<file path="config.mk">
export PLATFORM = sky130hd
export DESIGN_NAME = mem_port_arbiter_flat
export DESIGN_NICKNAME = d
export VERILOG_FILES = /design/src/rtl/mem_port_arbiter_if.sv /design/src/rtl/mem_port_arbiter.sv /design/src/flat_wrapper.sv
export SDC_FILE = /design/constraint.sdc
export NUM_CORES = 1
export LEC_CHECK = 0
export CORE_MARGIN = 1
export CORE_UTILIZATION = 35
export CTS_CLUSTER_DIAMETER = 200
export DETAILED_ROUTE_END_ITERATION = 6
export PLACE_DENSITY = 0.8
export SLEW_MARGIN = 20
export SYNTH_ARGS = -nofsm -noshare
export SYNTH_HDL_FRONTEND = slang
export SYNTH_SLANG_ARGS = --single-unit
</file>
<file path="constraint.sdc">
create_clock -name Clk -period 3 [get_ports Clk]
set_input_delay 0.6 -clock Clk [delete_from_list [all_inputs] [get_ports Clk]]
set_output_delay 0.6 -clock Clk [all_outputs]
set_load 0.005 [all_outputs]
</file>
<file path="src/rtl/mem_port_arbiter_if.sv">
// mem_port_arbiter_if: requester and memory-pin bundle of the shared memory port arbiter.
interface mem_port_arbiter_if #(
  parameter int ADDR_W = 32,
  parameter int DATA_W = 32
);
  logic              i_req;
  logic [ADDR_W-1:0] i_addr;
  logic [DATA_W-1:0] i_rdata;
  logic              i_ack;
  logic              i_stall;
  logic              d_req;
  logic              d_we;
  logic [ADDR_W-1:0] d_addr;
  logic [DATA_W-1:0] d_wdata;
  logic [DATA_W-1:0] d_rdata;
  logic              d_ack;
  logic              d_stall;
  logic [ADDR_W-1:0] mem_addr;
  logic [DATA_W-1:0] mem_wr_data;
  logic              mem_wr_en;
  logic              mem_rst;
  logic [DATA_W-1:0] mem_rd_data;
  modport slave (
    input  i_req, i_addr, d_req, d_we, d_addr, d_wdata, mem_rd_data,
    output i_rdata, i_ack, i_stall, d_rdata, d_ack, d_stall,
           mem_addr, mem_wr_data, mem_wr_en, mem_rst
  );
  modport master (
    output i_req, i_addr, d_req, d_we, d_addr, d_wdata, mem_rd_data,
    input  i_rdata, i_ack, i_stall, d_rdata, d_ack, d_stall,
           mem_addr, mem_wr_data, mem_wr_en, mem_rst
  );
endinterface

</file>
<file path="src/rtl/mem_port_arbiter.sv">
// mem_port_arbiter: fetch/data arbiter for one synchronous memory port, data-side priority.
// Optional fetch starvation guard enabled by defining MEM_ARB_STARVE_GUARD_EN.
module mem_port_arbiter #(
  parameter int ADDR_W = 32,
  parameter int DATA_W = 32
`ifdef MEM_ARB_STARVE_GUARD_EN
  , parameter int MAX_STARVE = 4
`endif
) (
  input logic               Clk,
  input logic               Reset,
  mem_port_arbiter_if.slave bus
);
  typedef enum logic [1:0] {IDLE, ADDR, DATA} state_t;
  state_t            r_state;
  logic              r_own_d;
  logic              r_wr_en;
  logic              r_i_ack;
  logic              r_d_ack;
  logic [ADDR_W-1:0] r_addr;
  logic [DATA_W-1:0] r_wdata;
  logic              w_gnt_d;
  logic              w_gnt_i;
`ifdef MEM_ARB_STARVE_GUARD_EN
  logic [2:0] r_starve;
  // once the fetch side has lost MAX_STARVE times in a row it wins the next arbitration
  assign w_gnt_d = bus.d_req & ~(bus.i_req & (r_starve == 3'(MAX_STARVE)));
  always_ff @(posedge Clk or posedge Reset)
    if (Reset) r_starve <= '0;
    else if (r_state == IDLE)
      r_starve <= (w_gnt_i | ~bus.i_req) ? '0 :
                  (w_gnt_d && r_starve != 3'd7) ? r_starve + 3'd1 : r_starve;
`else
  assign w_gnt_d = bus.d_req;
`endif
  assign w_gnt_i = bus.i_req & ~w_gnt_d;
  always_ff @(posedge Clk or posedge Reset)
    if (Reset) begin
      r_state <= IDLE;
      r_own_d <= 1'b0;
      r_addr  <= '0;
      r_wdata <= '0;
      r_wr_en <= 1'b0;
      r_i_ack <= 1'b0;
      r_d_ack <= 1'b0;
    end else begin
      case (r_state)
        IDLE: if (w_gnt_d | w_gnt_i) begin
          r_state <= ADDR;
          r_own_d <= w_gnt_d;
          r_addr  <= w_gnt_d ? bus.d_addr : bus.i_addr;
          r_wr_en <= w_gnt_d & bus.d_we;
          if (w_gnt_d & bus.d_we) r_wdata <= bus.d_wdata;
        end
        ADDR: begin
          r_state <= DATA;
          r_wr_en <= 1'b0;
          r_i_ack <= ~r_own_d;
          r_d_ack <= r_own_d;
        end
        default: begin
          r_state <= IDLE;
          r_i_ack <= 1'b0;
          r_d_ack <= 1'b0;
        end
      endcase
    end
  assign bus.mem_addr    = r_addr;
  assign bus.mem_wr_data = r_wdata;
  assign bus.mem_wr_en   = r_wr_en;
  assign bus.mem_rst     = Reset;
  assign bus.i_ack       = r_i_ack;
  assign bus.d_ack       = r_d_ack;
  assign bus.i_rdata     = bus.mem_rd_data;
  assign bus.d_rdata     = bus.mem_rd_data;
  assign bus.i_stall     = bus.i_req & ~r_i_ack;
  assign bus.d_stall     = bus.d_req & ~r_d_ack;
endmodule

</file>
<file path="src/flat_wrapper.sv">
// flat-port wrapper written by rule: the top's interface ports become plain ports
module mem_port_arbiter_flat 
#(
  parameter int ADDR_W = 32,
  parameter int DATA_W = 32

)
  (Clk, Reset, bus_i_req, bus_i_addr, bus_d_req, bus_d_we, bus_d_addr, bus_d_wdata, bus_mem_rd_data, bus_i_rdata, bus_i_ack, bus_i_stall, bus_d_rdata, bus_d_ack, bus_d_stall, bus_mem_addr, bus_mem_wr_data, bus_mem_wr_en, bus_mem_rst);
  mem_port_arbiter_if #(.ADDR_W(ADDR_W), .DATA_W(DATA_W)) bus_i ();
  input logic Clk;
  input logic Reset;
  input wire logic [$bits(bus_i.i_req)-1:0] bus_i_req;
  input wire logic [$bits(bus_i.i_addr)-1:0] bus_i_addr;
  input wire logic [$bits(bus_i.d_req)-1:0] bus_d_req;
  input wire logic [$bits(bus_i.d_we)-1:0] bus_d_we;
  input wire logic [$bits(bus_i.d_addr)-1:0] bus_d_addr;
  input wire logic [$bits(bus_i.d_wdata)-1:0] bus_d_wdata;
  input wire logic [$bits(bus_i.mem_rd_data)-1:0] bus_mem_rd_data;
  output wire logic [$bits(bus_i.i_rdata)-1:0] bus_i_rdata;
  output wire logic [$bits(bus_i.i_ack)-1:0] bus_i_ack;
  output wire logic [$bits(bus_i.i_stall)-1:0] bus_i_stall;
  output wire logic [$bits(bus_i.d_rdata)-1:0] bus_d_rdata;
  output wire logic [$bits(bus_i.d_ack)-1:0] bus_d_ack;
  output wire logic [$bits(bus_i.d_stall)-1:0] bus_d_stall;
  output wire logic [$bits(bus_i.mem_addr)-1:0] bus_mem_addr;
  output wire logic [$bits(bus_i.mem_wr_data)-1:0] bus_mem_wr_data;
  output wire logic [$bits(bus_i.mem_wr_en)-1:0] bus_mem_wr_en;
  output wire logic [$bits(bus_i.mem_rst)-1:0] bus_mem_rst;
  assign bus_i.i_req = bus_i_req;
  assign bus_i.i_addr = bus_i_addr;
  assign bus_i.d_req = bus_d_req;
  assign bus_i.d_we = bus_d_we;
  assign bus_i.d_addr = bus_d_addr;
  assign bus_i.d_wdata = bus_d_wdata;
  assign bus_i.mem_rd_data = bus_mem_rd_data;
  assign bus_i_rdata = bus_i.i_rdata;
  assign bus_i_ack = bus_i.i_ack;
  assign bus_i_stall = bus_i.i_stall;
  assign bus_d_rdata = bus_i.d_rdata;
  assign bus_d_ack = bus_i.d_ack;
  assign bus_d_stall = bus_i.d_stall;
  assign bus_mem_addr = bus_i.mem_addr;
  assign bus_mem_wr_data = bus_i.mem_wr_data;
  assign bus_mem_wr_en = bus_i.mem_wr_en;
  assign bus_mem_rst = bus_i.mem_rst;
  mem_port_arbiter #(.ADDR_W(ADDR_W), .DATA_W(DATA_W)) u_core (.Clk(Clk), .Reset(Reset), .bus(bus_i));
endmodule
</file>
Word-level counts from Yosys, hierarchy flattened
Index checks and enable logic that the tools add are counted. Widths: inputs -> output; s select.

Flip-flop bits (word level): 70. Bits in latches: 0. Bits in writable memories: 0. ROM bits: 0. Input bits: 133. Word-level logic and storage cells: 30. Memories kept: 0.

Add/sub/neg operators: 0. $mul: 0. Div/mod/pow operators: 0. Magnitude comparators: 0. Equality and inequality tests: 2. Shifts and indexed selects: 0. Multiplexer cells: 7. Bitwise operators: 9. Reduce and logical (&&, ||, !) cells: 5.

Operators by type and width (count): $mux 32 (1); $pmux 1 s2 (3); $and 1x1->1 (4); $not 1->1 (4); $pmux 2 s2 (1); $reduce_and 2->1 (2); $reduce_and 3->1 (1); $eq 2x1->1 const B (1); $logic_not 2->1 (1); $mux 2 (1); $ne 2x1->1 const B (1); $reduce_bool 2->1 (1); $mux 1 (1); $or 1x1->1 (1).

Logic depth before layout (Yosys ltp)
Word-level depth: 5. Gate-level depth with buffers: 5. Gate-level depth less buffers: 3.

Least setup slack after synthesis
No wires, ideal clock.

Path type: input to output. Start point: input port bus_d_req. End point: output port bus_d_stall. Data arrival time: 1.140 ns. Required time: 2.400 ns. Setup slack: 1.260 ns. Stages: 3. Path buffers: 2. Cells stage by stage: buf_2 buf_2 nor2b_1.

Longest elaborated chain between the ends: 1.

RTL lines: from (decl) (RTL line flat_wrapper.sv:14) `input wire logic [$bits(bus_i.d_req)-1:0] bus_d_req;`; $and 1x1->1 (RTL line mem_port_arbiter.sv:77) `assign bus.d_stall = bus.d_req & ~r_d_ack;`; to (decl) (RTL line flat_wrapper.sv:24) `output wire logic [$bits(bus_i.d_stall)-1:0] bus_d_stall;`.

Every way passes these cells.

Worst setup path in the final report
Start point: input port bus_i_req. End point: output port bus_i_stall.

Longest elaborated chain between the ends: 1.

RTL lines: from (decl) (RTL line flat_wrapper.sv:12) `input wire logic [$bits(bus_i.i_req)-1:0] bus_i_req;`; $and 1x1->1 (RTL line mem_port_arbiter.sv:76) `assign bus.i_stall = bus.i_req & ~r_i_ack;`; to (decl) (RTL line flat_wrapper.sv:21) `output wire logic [$bits(bus_i.i_stall)-1:0] bus_i_stall;`.

Every way passes these cells.

==> impl_metrics.ini <==
[status]
status = completed

[route]
avgRoutedWirePerCell_um = 16.3
drt_iter0_markers = 42
vias = 2252
vias_per_cell = 4.48
drc = 0
drt_wl_total_mm = 8.20
ant_nets = 0
first_pass_iters = 4

[floorplanning]
rows = 36
fp.dieW_um = 104
die_h_um = 104
io_pins = 267
die_area_mm2 = 0.0109
core-area_mm2 = 0.00995
start_util = 0.368

[timing]
fin_tns_setup_ns = 0
fin_crit_sh = 0.790
final.setup_skew_ns = 0.00600
final.min_clock_period_ns = 2.37
finalHoldViolations = 0
grt_setup_unrepaired = no
setup_viol = 0
max_freq_mhz = 422
tightest_slew_ns = 0.678
maxSlewHeadroom = 0.547
maxSlewViolCount = 0
whs_ns = 0.500

[global_routing]
grt.total_usage = 0.154
busiest_layer = met2
grt_pass1_wl_mm = 13.2
use_met2 = 0.275
grt_pass1_vias = 2570
grtUsageMet1 = 0.167
grt_max_degree = 41
overflow = 0
antenna_found_initial = 0
grt_use_met3 = 0.0620

[synth]
syn_avg_cell_area_um2 = 14.2
synthesis.nets = 391
async_flop_share = 1.00
ys.flop_type = dfrtp_1
synth_top_area_share = 0.478
ys_ff_latch = 70
synth_area_mm2 = 0.00366
ys_seq_area_frac = 0.478
synthCells = 258
post_synth_main_area_contributors = dfrtp_1 (48%), mux2_2 (21%), buf_4 (13%), mux2_4 (12%), buf_12 (1.6%)
synth-edff-count = 0
ys_warn_count = 0
synthTopCellsByCount = dfrtp_1 (70), mux2_2 (67), buf_4 (65)
synth_cell_type_count = 19
yosysMostFrequentCell = dfrtp_1
yosys.area.top_type = dfrtp_1

[cells_and_area]
nNetsFinal = 498
fin_util = 0.516
drive_gt1_frac = 0.324
layoutNonFillerInstCount = 503
antenna_cells = 0
syn_to_final_growth_pct = 40.2

[clock_tree]
postCtsSetupBuffers = 0
cts_tree = done
cts_buffers = 9
cts_htree_levels = 3
cts_root_buf = clkbuf_8
hold_buffers = 0
cts.path.max_buffers = 2
clk_pin_slew_ns = 0.08
cts_resized = 0
worst_skew_pair.late_latency_ns = 0.33
cts_sinks = 70

[pwr]
irDropWorstVdd_uv = 426
power.leakage_nw = 2.11
power_density_mw_per_mm2 = 894
power_mw = 4.59

[placed_design]
gp_congestion = 0.665
portBuffers = 170
hpwl_mm = 6.20
dp_cells = 487

[critical_path]
crit_type = input pin to primary output
crit_path_end_kind = primary output
critPathMaxFanout = 3
crit_required_ns = 2.40
worstPathArrival_ns = 1.77
startpoint_type = input pin

[min_path]
hp-class = flop to flop

[job]
drv_cap = 0
registers in the layout, indices dropped and copies added (netlist names):
register                count
u_core.bus.mem_wr_en        1
u_core.bus.i_ack            1
u_core.bus.mem_wr_data     32
u_core.r_own_d              1
u_core.bus.mem_addr        32
u_core.r_state              2
u_core.bus.d_ack            1
cells in the final DEF (no fill, tap or decap):
| cell | n |
|---|---|
| dfrtp_1 | 70 |
| nor2_2 | 1 |
| nor2b_1 | 3 |
| clkinv_2 | 2 |
| nand2_1 | 1 |
| bufinv_16 | 1 |
| mux2i_1 | 1 |
| buf_12 | 1 |
| clkinvlp_4 | 1 |
| inv_2 | 1 |
| mux2_2 | 67 |
| clkbuf_8 | 9 |
| o21bai_1 | 1 |
| nor2_1 | 2 |
| nand2b_1 | 1 |
| clkinv_4 | 2 |
| a211oi_1 | 1 |
| inv_6 | 1 |
| buf_2 | 1 |
| o21a_2 | 1 |
| and3_4 | 1 |
| buf_4 | 2 |
| a22o_1 | 1 |
| mux2_4 | 29 |
| clkdlybuf4s50_1 | 169 |
worst max-delay path, cell delays in order:
cell,delay (ns)
clkdlybuf4s50_1,0.51
nor2b_1,0.15
clkdlybuf4s50_1,0.51
path summary, 6_finish.rpt:
check                             startpoint  slack [ns]  depth (start not counted)                        end
max                                bus_i_req        0.63                          3                bus_i_stall
min                        u_core.r_state[1]        0.50                          1           u_core.bus.i_ack
max reg2reg                u_core.r_state[0]        1.15                          4    u_core.bus.mem_addr[17]
min reg2reg                u_core.r_state[1]        0.50                          1           u_core.bus.i_ack
max in group asynchronous              Reset        1.64                          3    u_core.bus.mem_addr[31]
min in group asynchronous              Reset        0.72                          2  u_core.bus.mem_wr_data[4]
layout make-up:
| type | instances | area [um^2] |
|---|---|---|
| Inverter | 1 | 3.75 |
| Fill cell | 874 | 4820 |
| Clock buffer | 9 | 124 |
| Tap cell | 133 | 166 |
| Multi-Input combinational cell | 110 | 1290 |
| Sequential cell | 70 | 1750 |
| Timing Repair Buffer | 173 | 1730 |
| Clock inverter | 7 | 73.8 |
metal layers:
metal,vias to the layer above,routed length (um),part of all wire
met4,0,78,0.0095
met1,1060,3120,0.38
li1,1028,-,-
met2,156,4240,0.52
met3,8,764,0.093
met5,-,0,0
power breakdown:
part / internal (mW) / switching (mW)
clock: 0.386 / 0.361
combinational: 1.53 / 0.604
sequential: 1.43 / 0.286
cells by family after synthesis:
logic type | count (synthesis) | synth area share
compound gates | 4 | 0.00854
flops | 70 | 0.478
buf+inv | 78 | 0.171
simple gates | 9 | 0.0147
mux | 97 | 0.327
stage by stage:
step	setup slack [ns]	cell area [um^2]
after floorplan	0.632	3660
final	0.629	5140
after global routing	0.573	5140
after detailed placement	0.645	4940
after global placement	0.666	4940
after CTS	0.640	5140
Power figures use the tool's default switching activity.
